--- src/rtl/mod_ctrl_pkg.sv ---
// Shared types and widths for the modulus issue controller.
// Holds the FSM encoding, the counter widths and the settle-counter preload helper.
package mod_ctrl_pkg;

  localparam int DEF_WIDTH    = 16;
  localparam int OPCNT_W      = 16;
  localparam int ERRCNT_W     = 8;
  localparam int SETTLE_CNT_W = 4;

  typedef enum logic [1:0] {
    S_IDLE   = 2'd0,
    S_SETTLE = 2'd1,
    S_DONE   = 2'd2
  } state_t;

  // Capture happens on the edge where the count is already 0, hence the -1.
  function automatic logic [SETTLE_CNT_W-1:0] settle_load(input int settle);
    return SETTLE_CNT_W'(settle - 1);
  endfunction

endpackage

--- src/rtl/sat_counter.sv ---
// Up-counter that sticks at its all-ones value; async clear on rst.
module sat_counter #(
  parameter int W = 8
) (
  input  logic         clk,
  input  logic         rst,
  input  logic         inc,
  output logic [W-1:0] count
);

  logic at_max;

  assign at_max = (count == {W{1'b1}});

  always_ff @(posedge clk or posedge rst) begin
    if (rst) begin
      count <= '0;
    end else if (inc && !at_max) begin
      count <= count + 1'b1;
    end
  end

endmodule

--- src/rtl/mod_issue_ctrl.sv ---
// Issue/capture sequencer around the combinational modulus stage: holds operands
// for SETTLE cycles, captures a sign-extended remainder and keeps op/error counts.
module mod_issue_ctrl
  import mod_ctrl_pkg::*;
#(
  parameter int                 WIDTH      = DEF_WIDTH,
  parameter int                 SETTLE     = 2,
  parameter logic [OPCNT_W-1:0] OPCNT_INIT = '0
) (
  input  logic                 clk,
  input  logic                 rst,
  input  logic                 in_valid,
  output logic                 in_ready,
  input  logic [WIDTH-1:0]     in_num,
  input  logic [WIDTH-1:0]     in_den,
  output logic [WIDTH-1:0]     mod_num,
  output logic [WIDTH-1:0]     mod_den,
  input  logic [2*WIDTH-1:0]   mod_result,
  input  logic                 mod_error,
  output logic                 out_valid,
  input  logic                 out_ready,
  output logic [2*WIDTH-1:0]   out_result,
  output logic                 out_error,
  output logic [OPCNT_W-1:0]   op_count,
  output logic [ERRCNT_W-1:0]  err_count,
  output logic                 busy
);

  localparam logic [SETTLE_CNT_W-1:0] SETTLE_LOAD = settle_load(SETTLE);

  state_t                  state_reg;
  logic [SETTLE_CNT_W-1:0] settle_cnt_reg;
  logic                    capture;
  logic [2*WIDTH-1:0]      ext_result;
  logic                    unused_upper;

  // Only the low half of the stage output is meaningful; the rest is discarded.
  assign unused_upper = ^mod_result[2*WIDTH-1:WIDTH];

  genvar gi;
  for (gi = 0; gi < 2*WIDTH; gi++) begin : g_ext
    if (gi < WIDTH) begin : g_low
      assign ext_result[gi] = mod_result[gi];
    end else begin : g_high
      assign ext_result[gi] = mod_result[WIDTH-1];
    end
  end

  assign capture  = (state_reg == S_SETTLE) && (settle_cnt_reg == '0);
  // Combinational from out_ready so a drained result frees the slot in the same cycle.
  assign in_ready = (state_reg == S_IDLE) || ((state_reg == S_DONE) && out_ready);

  always_ff @(posedge clk or posedge rst) begin
    if (rst) begin
      state_reg      <= S_IDLE;
      settle_cnt_reg <= '0;
      mod_num        <= '0;
      mod_den        <= '0;
      out_result     <= '0;
      out_error      <= 1'b0;
      out_valid      <= 1'b0;
      busy           <= 1'b0;
    end else begin
      case (state_reg)
        S_IDLE: begin
          if (in_valid) begin
            mod_num        <= in_num;
            mod_den        <= in_den;
            settle_cnt_reg <= SETTLE_LOAD;
            state_reg      <= S_SETTLE;
            busy           <= 1'b1;
          end
        end
        S_SETTLE: begin
          if (settle_cnt_reg == '0) begin
            out_result <= mod_error ? '0 : ext_result;
            out_error  <= mod_error;
            out_valid  <= 1'b1;
            state_reg  <= S_DONE;
          end else begin
            settle_cnt_reg <= settle_cnt_reg - 1'b1;
          end
        end
        S_DONE: begin
          if (out_ready) begin
            out_valid <= 1'b0;
            if (in_valid) begin
              mod_num        <= in_num;
              mod_den        <= in_den;
              settle_cnt_reg <= SETTLE_LOAD;
              state_reg      <= S_SETTLE;
            end else begin
              state_reg <= S_IDLE;
              busy      <= 1'b0;
            end
          end
        end
        default: begin
          state_reg <= S_IDLE;
          out_valid <= 1'b0;
          busy      <= 1'b0;
        end
      endcase
    end
  end

  // Wraps naturally at the register width.
  always_ff @(posedge clk or posedge rst) begin
    if (rst) begin
      op_count <= OPCNT_INIT;
    end else if (capture) begin
      op_count <= op_count + 1'b1;
    end
  end

  sat_counter #(
    .W(ERRCNT_W)
  ) u_err_count (
    .clk  (clk),
    .rst  (rst),
    .inc  (capture & mod_error),
    .count(err_count)
  );

endmodule

--- config.mk ---
export PLATFORM = sky130hd
export DESIGN_NAME = mod_issue_ctrl
export DESIGN_NICKNAME = d
export VERILOG_FILES = /design/src/rtl/mod_ctrl_pkg.sv /design/src/rtl/sat_counter.sv /design/src/rtl/mod_issue_ctrl.sv
export SDC_FILE = /design/constraint.sdc
export NUM_CORES = 1
export LEC_CHECK = 0
export BUFFER_PORTS_ARGS = -buffer_cell sky130_fd_sc_hd__buf_2
export CAP_MARGIN = 20
export CORE_MARGIN = 2
export CORE_UTILIZATION = 50
export CTS_CLUSTER_SIZE = 8
export DETAILED_ROUTE_END_ITERATION = 10
export PLACE_DENSITY_LB_ADDON = 0.08
export SYNTH_ARGS = -nofsm -noshare
export SYNTH_HDL_FRONTEND = slang
export SYNTH_HIERARCHICAL = 1
export SYNTH_SLANG_ARGS = --single-unit
export TNS_END_PERCENT = 50
--- constraint.sdc ---
create_clock -name clk -period 4.7 [get_ports clk]
set_clock_uncertainty 0.2 [all_clocks]
set_input_delay 0.47 -clock clk [delete_from_list [all_inputs] [get_ports clk]]
set_output_delay 0.47 -clock clk [all_outputs]
set_load 0.05 [all_outputs]
==> results.yml <==
run_status:
  status: "complete, no violations"
setup_path:
  r2r-end: "u_err_count/count[7]"
  r2r_slack_ns: 2.22
  cp.arrival_ns: 2.51
  worstSetupPathType: "reg -> reg"
  worst_setup_path_start_kind: "register"
  r2r_start: "settle_cnt_reg[0]"
  cp_max_fo: 7
  critical_path_required_ns: 4.72
  reg2reg_depth: 8
  endpoint_kind: "register"
clocking:
  cts-root-buf: "clkbuf_8"
  clkTransAtPathRegs_ns: 0.07
  clockBufferDepth: 2
  post_cts.repair.setup_buffers: 0
  cts_tree: "done"
  htreeDepth: 3
  cts_resized: 0
  insertion_delay_ns: 0.33
  cts_buffers: 9
  numClockSinks: 81
synthesis:
  synthArstFlopShare: 1.00
  yosysSeqAreaShare: 0.575
  synthCells: 296
  syn_nets: 369
  synth_flop_cell: "dfrtp_1"
  ys.warnings.count: 6
  synth-edff-count: 0
  ys_seq_elements: 81
  synth_area_mm2: 0.00352
  avgSynthCellArea_um2: 11.9
  synth.distinct_cells: 46
job:
  cap_violations: 0
sta:
  slew_violations: 0
  slew-limit-headroom: 0.392
  final.period_utilization: 0.529
  tns_ns: 0
  setup_viol: 0
  hold_violations: 0
  layout_min_cycle_time_ns: 2.48
  grt_setup_unrepaired: "false"
  fmax_mhz: 402
  tightest_slew_ns: 0.911
placed_design:
  dpl.cell_count: 514
  hpwl_um: 4980
  gp_congestion: 0.781
  port_buffers: 144
global_routing:
  first_global_vias: 2407
  busiest_layer: "met2"
  grtUsageTotal: 0.181
  grtUsageMet2: 0.289
  overflow: 0
  grt_use_met1: 0.239
  antenna_found_initial: 0
  grt_use_met3: 0.0434
  grt_max_degree: 45
  grt_pass1_wl_um: 10800
floorplan:
  die_x_um: 88.0
  core_mm2: 0.00679
  dieHeight_um: 88.0
  row_count: 30
  initial_core_util: 0.519
  die-area_mm2: 0.00774
  top_level_ports: 161
power:
  pwr-share-clk: 0.140
  comb_power_share: 0.535
  p_per_area_mw_per_mm2: 776
  seqPwrFrac: 0.324
  netSwitchingFraction: 0.513
  switchingPower_mw: 1.76
  peakVddDrop_v: 0.000426
  p_int_mw: 1.67
  power.leakage_nw: 2.31
worst_hold_path:
  hp-class: "in -> reg"
  hold_depth: 2
  hold_path.startpoint: "in_num[2]"
  hold_path_end: "mod_num[2]"
cells_and_area:
  final_cell_mix: "144 x buf_2, 81 x dfrtp_1, 40 x nand2_1"
  n_antenna_cell: 0
  nets: 503
  drive_gt1_frac: 0.443
  syn_to_final_growth_pct: 25.4
  layout_commonest_cell: "buf_2"
  final-instance-count-excl-fill: 529
drt:
  wl_per_cell_um: 12.8
  drc: 0
  dr.first_iter.drc_count: 81
  postRouteWirelength_um: 6790
  num_vias: 2562
  vias_per_cell: 4.84
  ant_nets: 0
  firstDrtPassIters: 4
[Yosys cell counts, drive strengths merged (2+ instances only)]
cell type | number | area share
buf | 23 | 0.044
xnor2 | 9 | 0.022
xor2 | 10 | 0.025
dfrtp | 81 | 0.58
clkbuf | 2 | 0.0021
inv | 7 | 0.0075
ha | 4 | 0.014
a31oi | 3 | 0.0053
and2 | 4 | 0.0075
and3 | 2 | 0.0050
nor2b | 2 | 0.0035
and4 | 2 | 0.0050
a21oi | 2 | 0.0028
nand2b | 4 | 0.0071
mux2 | 36 | 0.12
nor3 | 6 | 0.0085
nand3 | 7 | 0.011
nor2 | 9 | 0.0096
nor4 | 2 | 0.0053
nand4 | 6 | 0.016
nand2 | 40 | 0.043
o21ai | 21 | 0.031
[power groups by stage]
stage	logic, mW	clock network (mW)	registers [mW]
floorplan	0.703	0	1.93
finish	1.84	0.481	1.11
global route	1.95	0.521	1.15
detailed placement	1.85	0	1.12
global placement	1.83	0	1.11
CTS	1.86	0.498	1.11
[stage by stage]
stage           util  power, mW  setup WS [ns]  hold slack (ns)  cell area [µm²]
3_3_place_gp   0.622       2.95           2.24            0.250             4230
5_1_grt        0.650       3.62           2.04            0.136             4420
3_5_place_dp   0.622       2.98           2.21            0.248             4230
4_1_cts        0.650       3.47           2.21            0.127             4420
6_report       0.650       3.43           2.22            0.147             4420
2_1_floorplan      -       2.63           2.18           0.0857             3520
[logic make-up (layout without fill, tap and decap cells)]
family	after synthesis	after routing	synth area share
and+or+nand+nor	90	90	0.138
DFF	81	81	0.575
muxes	37	37	0.119
buffers and inverters	33	170	0.0547
AOI/OAI and AO/OA	32	32	0.0518
xor gates and xnor gates	19	19	0.0472
adders and majority gates	4	4	0.0142
[worst max path at each step]
stage	start	end	cells after the start
2_1_floorplan	rst	busy	1
3_3_place_gp	settle_cnt_reg[0]	u_err_count/count[7]	8
4_1_cts	settle_cnt_reg[0]	u_err_count/count[7]	8
6_report	settle_cnt_reg[0]	u_err_count/count[7]	8
3_5_place_dp	settle_cnt_reg[0]	u_err_count/count[5]	8
5_1_grt	settle_cnt_reg[0]	u_err_count/count[5]	8
[area by class of cell]
type	instances	area, µm²
multi-input cells	182	1310
clock buffers	11	141
well taps	96	120
clock inverters	3	42.5
flip-flops and latches	81	2030
repair buffers	148	753
fillers	536	2370
inverters	8	30.0
[routing by layer]
metal	share of wire	up-vias	routed length (µm)
met3	0.069	6	466
met5	0	-	0
li1	-	1252	-
met2	0.47	83	3170
met1	0.45	1221	3080
met4	0.011	0	76
[what timing repair did]
action	4_1_cts	5_1_grt
hold buffers	1	0
endpoints found under the setup margin	0	0
endpoints found under the hold margin	8	0
[worst max-delay path, stage by stage, from the launching register on]
cell and delay, ns:
dfrtp_1 0.43, inv_1 0.10, ha_1 0.15, nor3b_4 0.33, nand2_1 0.17, nor2_1 0.41, and4_1 0.33, and4bb_2 0.24
nor2_1 0.04
Power figures use the tool's default switching activity.
